File: config.mk
export PLATFORM = sky130hd
export DESIGN_NAME = regfile_port_scheduler
export DESIGN_NICKNAME = d
export VERILOG_FILES = /design/src/rtl/regfile_port_scheduler.sv
export SDC_FILE = /design/constraint.sdc
export NUM_CORES = 1
export LEC_CHECK = 0
export ABC_CLOCK_PERIOD_IN_PS = 3600
export CAP_MARGIN = 0
export CORE_MARGIN = 8
export CORE_UTILIZATION = 35
export DETAILED_ROUTE_END_ITERATION = 8
export SYNTH_ARGS = -nofsm -noshare
export SYNTH_HDL_FRONTEND = slang
export SYNTH_SLANG_ARGS = --single-unit
File: constraint.sdc
create_clock -name clk -period 3.6 [get_ports clk]
set_input_delay 0.72 -clock clk [delete_from_list [all_inputs] [get_ports clk]]
set_output_delay 0.72 -clock clk [all_outputs]
set_load 0.005 [all_outputs]
File: src/rtl/regfile_port_scheduler.sv
// Register-file and rename-tag-table write-port scheduler.
// Arbitrates queued ROB commits, decoder renames and a flush walk.
module regfile_port_scheduler #(
  parameter int          DATA_W    = 32,
  parameter int          ADDR_W    = 5,
  parameter int          TAG_W     = 5,
  parameter logic [4:0]  EMPTY_TAG = 5'h10,
  parameter int          CQ_DEPTH  = 4
) (
  input  logic              clk,
  input  logic              rst,
  input  logic              rdy,
  input  logic              clr,
  input  logic              commit_valid,
  output logic              commit_ready,
  input  logic [ADDR_W-1:0] commit_addr,
  input  logic [DATA_W-1:0] commit_value,
  input  logic [TAG_W-1:0]  commit_tag,
  input  logic              rename_valid,
  output logic              rename_ready,
  input  logic [ADDR_W-1:0] rename_addr,
  input  logic [TAG_W-1:0]  rename_tag,
  output logic              flush_busy,
  output logic [ADDR_W-1:0] tag_raddr,
  input  logic [TAG_W-1:0]  tag_rdata,
  output logic              rf_we,
  output logic [ADDR_W-1:0] rf_waddr,
  output logic [DATA_W-1:0] rf_wdata,
  output logic              tag_we,
  output logic [ADDR_W-1:0] tag_waddr,
  output logic [TAG_W-1:0]  tag_wdata
);

  localparam int PW = $clog2(CQ_DEPTH);
  localparam int CW = PW + 1;

  typedef enum logic {IDLE, FLUSH} state_e;

  state_e            state_q, state_d;
  logic [ADDR_W-1:0] cnt_q, cnt_d;
  logic [PW-1:0]     head_q, head_d;
  logic [PW-1:0]     tail_q, tail_d;
  logic [CW-1:0]     count_q, count_d;

  logic [ADDR_W-1:0] cq_addr_q  [CQ_DEPTH];
  logic [DATA_W-1:0] cq_value_q [CQ_DEPTH];
  logic [TAG_W-1:0]  cq_tag_q   [CQ_DEPTH];

  logic [ADDR_W-1:0] head_addr;
  logic [DATA_W-1:0] head_value;
  logic [TAG_W-1:0]  head_tag;

  logic push;
  logic pop;
  logic is_flush;
  logic rename_acc;
  logic needs_clear;
  logic tag_busy;

  assign head_addr  = cq_addr_q[head_q];
  assign head_value = cq_value_q[head_q];
  assign head_tag   = cq_tag_q[head_q];

  always_comb begin
    state_d      = state_q;
    cnt_d        = cnt_q;
    head_d       = head_q;
    tail_d       = tail_q;
    count_d      = count_q;
    commit_ready = 1'b0;
    rename_ready = 1'b0;
    flush_busy   = 1'b0;
    tag_raddr    = '0;
    rf_we        = 1'b0;
    rf_waddr     = '0;
    rf_wdata     = '0;
    tag_we       = 1'b0;
    tag_waddr    = '0;
    tag_wdata    = '0;
    push         = 1'b0;
    pop          = 1'b0;
    is_flush     = 1'b0;
    rename_acc   = 1'b0;
    needs_clear  = 1'b0;
    tag_busy     = 1'b0;
    if (!rst) begin
      is_flush     = (state_q == FLUSH);
      flush_busy   = is_flush;
      tag_raddr    = head_addr;
      commit_ready = rdy && (count_q < CW'(CQ_DEPTH));
      rename_ready = rdy && !is_flush && !clr;
      push         = commit_valid && commit_ready;
      rename_acc   = rename_valid && rename_ready;
      needs_clear  = (head_addr != '0) && (tag_rdata == head_tag);
      if (rdy && is_flush) begin
        tag_we    = 1'b1;
        tag_waddr = cnt_q;
        tag_wdata = TAG_W'(EMPTY_TAG);
      end else if (rename_acc && rename_addr != '0) begin
        tag_we    = 1'b1;
        tag_waddr = rename_addr;
        tag_wdata = rename_tag;
      end
      tag_busy = tag_we;
      // A rename of the head register makes the clear redundant
      if (rdy && count_q != '0) begin
        pop = !needs_clear || is_flush || !tag_busy ||
              (rename_acc && rename_addr == head_addr);
      end
      if (pop && head_addr != '0) begin
        rf_we    = 1'b1;
        rf_waddr = head_addr;
        rf_wdata = head_value;
      end
      if (pop && needs_clear && !is_flush && !tag_busy) begin
        tag_we    = 1'b1;
        tag_waddr = head_addr;
        tag_wdata = TAG_W'(EMPTY_TAG);
      end
      if (push) tail_d = tail_q + 1'b1;
      if (pop)  head_d = head_q + 1'b1;
      count_d = count_q + CW'(push) - CW'(pop);
      if (rdy) begin
        if (clr) begin
          state_d = FLUSH;
          cnt_d   = '0;
        end else if (is_flush) begin
          cnt_d = cnt_q + 1'b1;
          if (cnt_q == '1) state_d = IDLE;
        end
      end
    end
  end

  always_ff @(posedge clk or posedge rst) begin
    if (rst) begin
      state_q <= IDLE;
      cnt_q   <= '0;
      head_q  <= '0;
      tail_q  <= '0;
      count_q <= '0;
    end else begin
      state_q <= state_d;
      cnt_q   <= cnt_d;
      head_q  <= head_d;
      tail_q  <= tail_d;
      count_q <= count_d;
    end
  end

  // Payload storage needs no reset; count_q qualifies every read
  always_ff @(posedge clk) begin
    if (push) begin
      cq_addr_q[tail_q]  <= commit_addr;
      cq_value_q[tail_q] <= commit_value;
      cq_tag_q[tail_q]   <= commit_tag;
    end
  end

endmodule

==> summary.md, run 1 <==
| Metric | Value |
|---|---|
| Status | `complete, but fails checks` |
| Failing checks | `setup timing` |
| Critical Path Start Type | `flop` |
| Die area | `27,000 um2` |
| Switching pwr | `0.00173 W` |
| Hold path depth | `1` |
| Max cap viols | `0` |
| Area grow syn2layout | `37.2%` |
| Number of DRC markers in iteration 0 | `328` |
| IO Pins | `120` |
| Syn avg cell area | `between 15 and 20 um2` |
| Sequential power share | `0.401` |
| Yosys top cell area share | `0.656` |
| Vias in the first global route | `4,910` |
| DRT Wirelength | `~18,000 um` |
| Critical path class | `reg -> out` |
| Drt drc | `0` |
| Achievable Freq | `roughly 270 MHz` |
| DR vias/cell | `just under 5` |
| Ant diodes | `0` |
| Cells after DPL | `850` |
| R2R depth | `17` |
| Die Span Y | `between 150 and 200 um` |
| Worst Tran Pin Value | `approximately 0.60 ns` |
| Skew-Pair Late Insertion Delay | `about 0.42 ns` |
| Layout cells sized above 1 | `0.411` |
| Vias | `4,545` |
| Warnings from Yosys | `0` |
| Comb power frac | `0.324` |
| Place WS | `-0.329 ns` |
| Final Skew | `0.0130 ns` |
| Area leader, netlist | `edfxtp_1` |
| Most common cell after layout, fill and taps aside | `edfxtp_1` |
| Worst EP required | `approximately 2.9 ns` |
| CP arrival | `3.03 ns` |
| CTS Buffer Depth | `2` |
| Crit share post-route | `1.04` |
| CTS tree | `done` |
| Sinks on Clock Net | `approximately 180` |
| Synth unique cells | `47` |
| GRT Overall Usage | `0.135` |
| Yosys reg bits | `181` |
| Fraction of registers with async set/reset | `0.0718` |
| Clock power frac | `0.275` |
| Unrepaired setup endpoints after global routing | `yes` |
| Synth Instances | `422` |
| Final setup viols | `44` |
| Post-DP HPWL | `11,400 um` |
| CTS H-Tree Depth | `4` |
| Starting density of the core | `0.355` |
| Final setup margin | `-0.153 ns` |
| Maximum VDD drop | `around 400 uV` |
| Site Rows | `54` |
| Min Hold Slack | `0.522 ns` |
| Syn_nets | `~500` |
| Total grt overflow | `0` |
| Clk pin slew, worst setup/hold paths | `about 0.070 ns` |
| Switching Share | `0.272` |
| Maximum fanout along the worst path | `5` |
| Leakage | `about 3.8 nW` |
| Layout Nets | `702` |
| First-pass GRT wire length | `about 28,000 um` |
| Non-Filler Instances | `a little over 900` |
| Final max-slew violation count | `0` |
| Core area | `between 20,000 and 25,000 um2` |
| EDFF count, synth | `about 170` |
| Fill cell count | `roughly 1,800` |
| Seq/Total Area, Yosys | `0.698` |
| Synth top area cells | `edfxtp_1 66%, mux4_2 11%, dfrtp_1 4.2%, nor2b_2 3.2%, ha_1 1.3%` |
| Slew margin rel. | `0.599` |
| Pin count of the biggest net entering global routing | `26` |
| Commonest non-fill, non-tap cells in the layout | `168 x edfxtp_1, 74 x clkdlybuf4s50_1, 59 x buf_4` |
| Synth Cell Area | `7690 um2` |
| Internal power | `0.00463 W` |
| Per-cell routed wire length | `19.2 um` |
| Total CTS buffers | `17` |
| Final antenna-violating net count | `0` |
| Initial antenna violation count | `0` |
| DRT Pass-1 Iters | `4` |
| Width of the die | `164 um` |
| I/O Buffers | `between 100 and 150` |
| Pwr Density | `602 nW/um2` |
| CP endpoint kind | `output port` |
| Hold WC Path Type | `reg -> reg` |
| CTS root buf | `clkbuf_16` |
| Final RePlAce weighted congestion | `0.842` |
| Post-layout minimum cycle time | `~3.8 ns` |
| Main synth FF type | `edfxtp_1` |
| Final hold violations | `0` |
## cells by family (layout without fill, tap and decap cells)
kind of cell | Yosys count | in the layout | synth area share
AO/OA/AOI/OAI | 36 | 36 | 0.0338
flip-flops | 181 | 181 | 0.698
multiplexers | 52 | 52 | 0.135
adder cells (fa/ha/maj) | 9 | 9 | 0.0156
AND/OR/NAND/NOR | 99 | 99 | 0.0799
XOR/XNOR | 17 | 17 | 0.0194
buffers and inverters | 28 | 249 | 0.0184
## synth_stat cells (2+ instances only)
library cell,count
mux2i_1,8
mux4_1,3
and3_1,3
nor2_1,24
xor2_1,6
nor2b_2,28
buf_6,4
a31oi_1,2
o211ai_2,2
buf_2,2
xnor2_1,11
o31a_1,4
mux4_2,37
a211oi_1,2
inv_1,9
dfrtp_1,13
nand4_1,2
nand2_1,11
nor2b_1,8
a21oi_1,5
buf_1,2
mux2_2,4
a22oi_1,3
nand2b_1,2
nor3_1,3
o31ai_1,2
o22ai_1,3
or3_1,3
ha_1,8
clkbuf_1,9
and2_1,8
o21ai_0,9
edfxtp_1,168
## final timing paths
path	from	slack [ns]	endpoint
max in group asynchronous	rst	2.68	head_q[0]
setup reg to reg	head_q[0]	0.04	count_q[2]
setup / recovery	head_q[0]	-0.15	rf_wdata[18]
hold / removal	cnt_q[3]	0.52	cnt_q[3]
min in group asynchronous	rst	0.70	state_q
hold reg to reg	cnt_q[3]	0.52	cnt_q[3]
## per-stage QoR
step	util	area (um2)	TNS, ns	total power, W
3_5_place_dp	0.439	9530	-9.22	0.00441
6_report	0.487	10600	-4.71	0.00636
4_1_cts	0.483	10500	-8.75	0.00638
3_3_place_gp	0.439	9530	-9.61	0.00438
2_1_floorplan	-	7690	0	0.00370
5_1_grt	0.487	10600	-11.58	0.00668
## area by class of cell
| cell class | instances | area (um2) | share of cell area |
|---|---|---|---|
| sequential | 181 | 5380 | 0.509 |
| multi-input combinational | 213 | 2370 | 0.224 |
| timing repair buffer | 207 | 1860 | 0.176 |
| clock buffer | 17 | 425 | 0.0403 |
| tap | 280 | 350 | 0.0332 |
| clock inverter | 15 | 138 | 0.0130 |
| inverter | 10 | 37.5 | 0.00356 |
## layer usage
metal	part of all wire	wire length, um	vias up	track usage
met4	0.0080	142	0	0.0339
met1	0.42	7450	2338	0.169
met3	0.066	1170	11	0.0386
li1	-	-	2061	-
met2	0.51	8940	135	0.227
met5	0	0	-	0
## state kept, by name (all words and copies together) (netlist names)
| name | cells |
|---|---|
| cnt_q | 5 |
| count_q | 3 |
| cq_addr_q | 20 |
| cq_tag_q | 20 |
| cq_value_q | 128 |
| head_q | 2 |
| state_q | 1 |
| tail_q | 2 |
## repair_timing
| action | CTS | global route |
|---|---|---|
| setup endpoints to repair | 50 | 51 |
| gates resized for setup | 239 | 20 |
| hold buffers | 0 | 0 |
| pin swaps | 18 | 11 |
| setup buffers | 36 | 5 |
| cloned | 4 | 0 |
## critical path, stage by stage (launching register included)
cell and delay [ns]:
dfrtp_4 0.51, buf_6 0.14, mux4_2 0.45, xor2_2 0.21, nor4_4 0.31, o211ai_2 0.18
o211ai_4 0.22, buf_6 0.18, buf_8 0.13, buf_16 0.13, nor2b_2 0.04, buf_2 0.12
## power groups by stage
stage               clock [W]  combinational, W  sequential, W
floorplan                   0           0.00117        0.00252
global placement            0           0.00179        0.00259
detailed placement          0           0.00181        0.00260
CTS                   0.00179           0.00204        0.00255
global route          0.00188           0.00224        0.00256
finish                0.00175           0.00206        0.00255
No activity file was read; power rests on OpenSTA's default activity.
==> run 2: changes to the inputs <==
- GPL_TIMING_DRIVEN: default -> 0
==> summary.md, run 2 (synthesized netlist as in run 1, its figures left out) <==
| Metric | Value |
|---|---|
| Status | `complete, but fails checks` |
| Maximum fanout along the worst path | `8 (+3)` |
| Final Skew | `0.0161 ns (+0.00317 ns)` |
| R2R depth | `19 (+2)` |
| CTS root buf | `clkbuf_16` |
| Number of DRC markers in iteration 0 | `280 (-15%)` |
| FF-to-FF Start | `head_q[0]` |
| Commonest non-fill, non-tap cells in the layout | `168 x edfxtp_1, 70 x clkdlybuf4s50_1, 40 x buf_2` |
| Final RePlAce weighted congestion | `0.824 (-2.2%)` |
| Worst EP required | `2.88 ns (about the same)` |
| Area grow syn2layout | `35.3%` |
| CP endpoint kind | `output port` |
| Pin count of the biggest net entering global routing | `29 (+12%)` |
| Worst reg2reg path endpoint | `count_q[2]` |
| Pwr Density | `611 nW/um2 (+1.4%)` |
| Non-Filler Instances | `894 (-3.1%)` |
| Leakage | `3.68 nW (-3.3%)` |
| Place WS | `-0.746 ns (-0.416 ns)` |
| CTS tree | `done` |
| Failing checks | `setup timing` |
| Worst Tran Pin Value | `0.682 ns (+0.0862 ns)` |
| Clk pin slew, worst setup/hold paths | `0.07 ns (about the same)` |
| DRT Pass-1 Iters | `4 (unchanged)` |
| Placed Area | `9320 um2 (-2.2%)` |
| Hold path depth | `1 (unchanged)` |
| Total grt overflow | `0 (unchanged)` |
| DRT Wirelength | `17,600 um (-0.41%)` |
| Cells after DPL | `825 (-2.9%)` |
| Critical Path Start Type | `flop` |
| Hold endpoint | `cnt_q[3]` |
| Maximum VDD drop | `329 uV (-18%)` |
| Post-DP HPWL | `11,300 um (-1.6%)` |
| Layout Nets | `673 (-4.1%)` |
| Sinks on Clock Net | `181 (unchanged)` |
| Final max-slew violation count | `0 (unchanged)` |
| Max cap viols | `0 (unchanged)` |
| Sequential power share | `0.393 (-0.008)` |
| Biggest register | `cq_value_q` |
| Ant diodes | `0 (unchanged)` |
| Core area | `21,700 um2 (unchanged)` |
| Slew margin rel. | `0.544 (-0.0543)` |
| Hold WC Path Type | `reg -> reg` |
| Post-layout minimum cycle time | `3.75 ns (+0.00171 ns)` |
| Die Span Y | `164 um (unchanged)` |
| Final setup margin | `-0.154 ns (-0.00172 ns)` |
| I/O Buffers | `119 (unchanged)` |
| Total CTS buffers | `17 (unchanged)` |
| Site Rows | `54 (unchanged)` |
| Layout cells sized above 1 | `0.389 (-0.0213)` |
| Crit. Startpoint | `head_q[0]` |
| DR vias/cell | `4.93 (+0.18%)` |
| Flop2flop setup slack | `0 ns (-0.04 ns)` |
| Vias in the first global route | `4,893 (-0.35%)` |
| CTS Buffer Depth | `2 (unchanged)` |
| Unrepaired setup endpoints after global routing | `yes` |
| Most common cell after layout, fill and taps aside | `edfxtp_1` |
| Final antenna-violating net count | `0 (unchanged)` |
| Comb power frac | `0.332 (+0.008)` |
| CP arrival | `3.03 ns (about the same)` |
| Per-cell routed wire length | `19.7 um (+2.8%)` |
| Min-delay src | `cnt_q[3]` |
| Vias | `4,410 (-3.0%)` |
| Final setup viols | `43 (-2.3%)` |
| Initial antenna violation count | `1 (+1)` |
| Final hold violations | `0 (unchanged)` |
| Internal power | `0.00457 W (-1.2%)` |
| First-pass GRT wire length | `27,400 um (-0.55%)` |
| IO Pins | `120 (unchanged)` |
| Achievable Freq | `266 MHz (about the same)` |
| Switching Share | `0.281 (+0.00854)` |
| Critical path class | `reg -> out` |
| Switching pwr | `0.00179 W (+3.1%)` |
| GRT Overall Usage | `0.135 (-0.000222)` |
| Largest register FFs | `128 (unchanged)` |
| Clock power frac | `0.274 (about the same)` |
| CTS H-Tree Depth | `4 (unchanged)` |
| Width of the die | `164 um (unchanged)` |
| Crit share post-route | `1.04 (about the same)` |
| Post-CTS Hold Buffers | `0 (unchanged)` |
| Design area | `10,400 um2 (-1.4%)` |
| Skew-Pair Late Insertion Delay | `0.42 ns (about the same)` |
| Regs by FF count | `cq_value_q: 128 flops, cq_addr_q: 20 flops, cq_tag_q: 20 flops` |
| Die area | `27,000 um2 (unchanged)` |
| Starting density of the core | `0.355 (unchanged)` |
| Drt drc | `0 (unchanged)` |
-- run 2: what timing repair did --
| item | CTS | global route |
|---|---|---|
| endpoints found under the setup margin | 152 | 53 |
| gates resized for setup | 262 | 31 |
| gates cloned | 3 | 0 |
| pin swaps | 18 | 9 |
| buffers inserted | 34 | 5 |
-- run 2: worst max path at each step --
stage	end	cells past startpoint	slack [ns]
3_5_place_dp	rf_wdata[6]	8	-0.75
5_1_grt	rf_wdata[21]	13	-0.28
3_3_place_gp	cq_value_q[0][7]	5	-1.60
4_1_cts	rf_wdata[7]	12	-0.18
2_1_floorplan	cq_addr_q[0][0]	4	0.23
6_report	rf_wdata[21]	13	-0.15
-- run 2: through the flow --
step                hold slack (ns)  total power, W   util  TNS [ns]
CTS                           0.540         0.00636  0.477     -5.29
floorplan                     0.460         0.00370      -         0
global route                  0.559         0.00667  0.480     -9.84
finish                        0.539         0.00636  0.480     -3.84
detailed placement            0.528         0.00434  0.430    -97.90
global placement              0.503         0.00431  0.426   -291.59
-- run 2: final cells by class --
class / instances / area (um2)
well taps: 280 / 350
plain buffers: 16 / 125
multi-input cells: 213 / 2440
clock inverters: 14 / 124
clock buffers: 18 / 429
repair buffers: 162 / 1520
fillers: 1844 / 11300
inverters: 10 / 43.8
flip-flops and latches: 181 / 5370
-- run 2: layer usage --
| layer | part of all wire | GRT usage | wire length, um | vias to the layer above |
|---|---|---|---|---|
| met5 | 0.00074 | 0 | 13 | - |
| met4 | 0.010 | 0.0355 | 180 | 2 |
| met3 | 0.063 | 0.0431 | 1110 | 15 |
| met2 | 0.50 | 0.225 | 8820 | 134 |
| met1 | 0.43 | 0.166 | 7500 | 2257 |
| li1 | - | - | - | 2002 |
-- run 2: power groups by stage --
stage	Combinational, W	Clock, W	Sequential, W
4_1_cts	0.00207	0.00178	0.00250
2_1_floorplan	0.00117	0	0.00252
6_report	0.00211	0.00174	0.00250
5_1_grt	0.00230	0.00186	0.00251
3_5_place_dp	0.00179	0	0.00255
3_3_place_gp	0.00176	0	0.00254
-- run 2: critical path, cell delays in order (launching register included) --
cell      delay [ns]
dfrtp_2         0.41
buf_8           0.14
buf_6           0.10
mux4_2          0.51
xor2_2          0.18
nor4_4          0.26
buf_4           0.17
o211ai_4        0.08
o211ai_4        0.19
buf_12          0.18
buf_12          0.12
buf_12          0.11
nor2b_4         0.04
buf_2           0.12
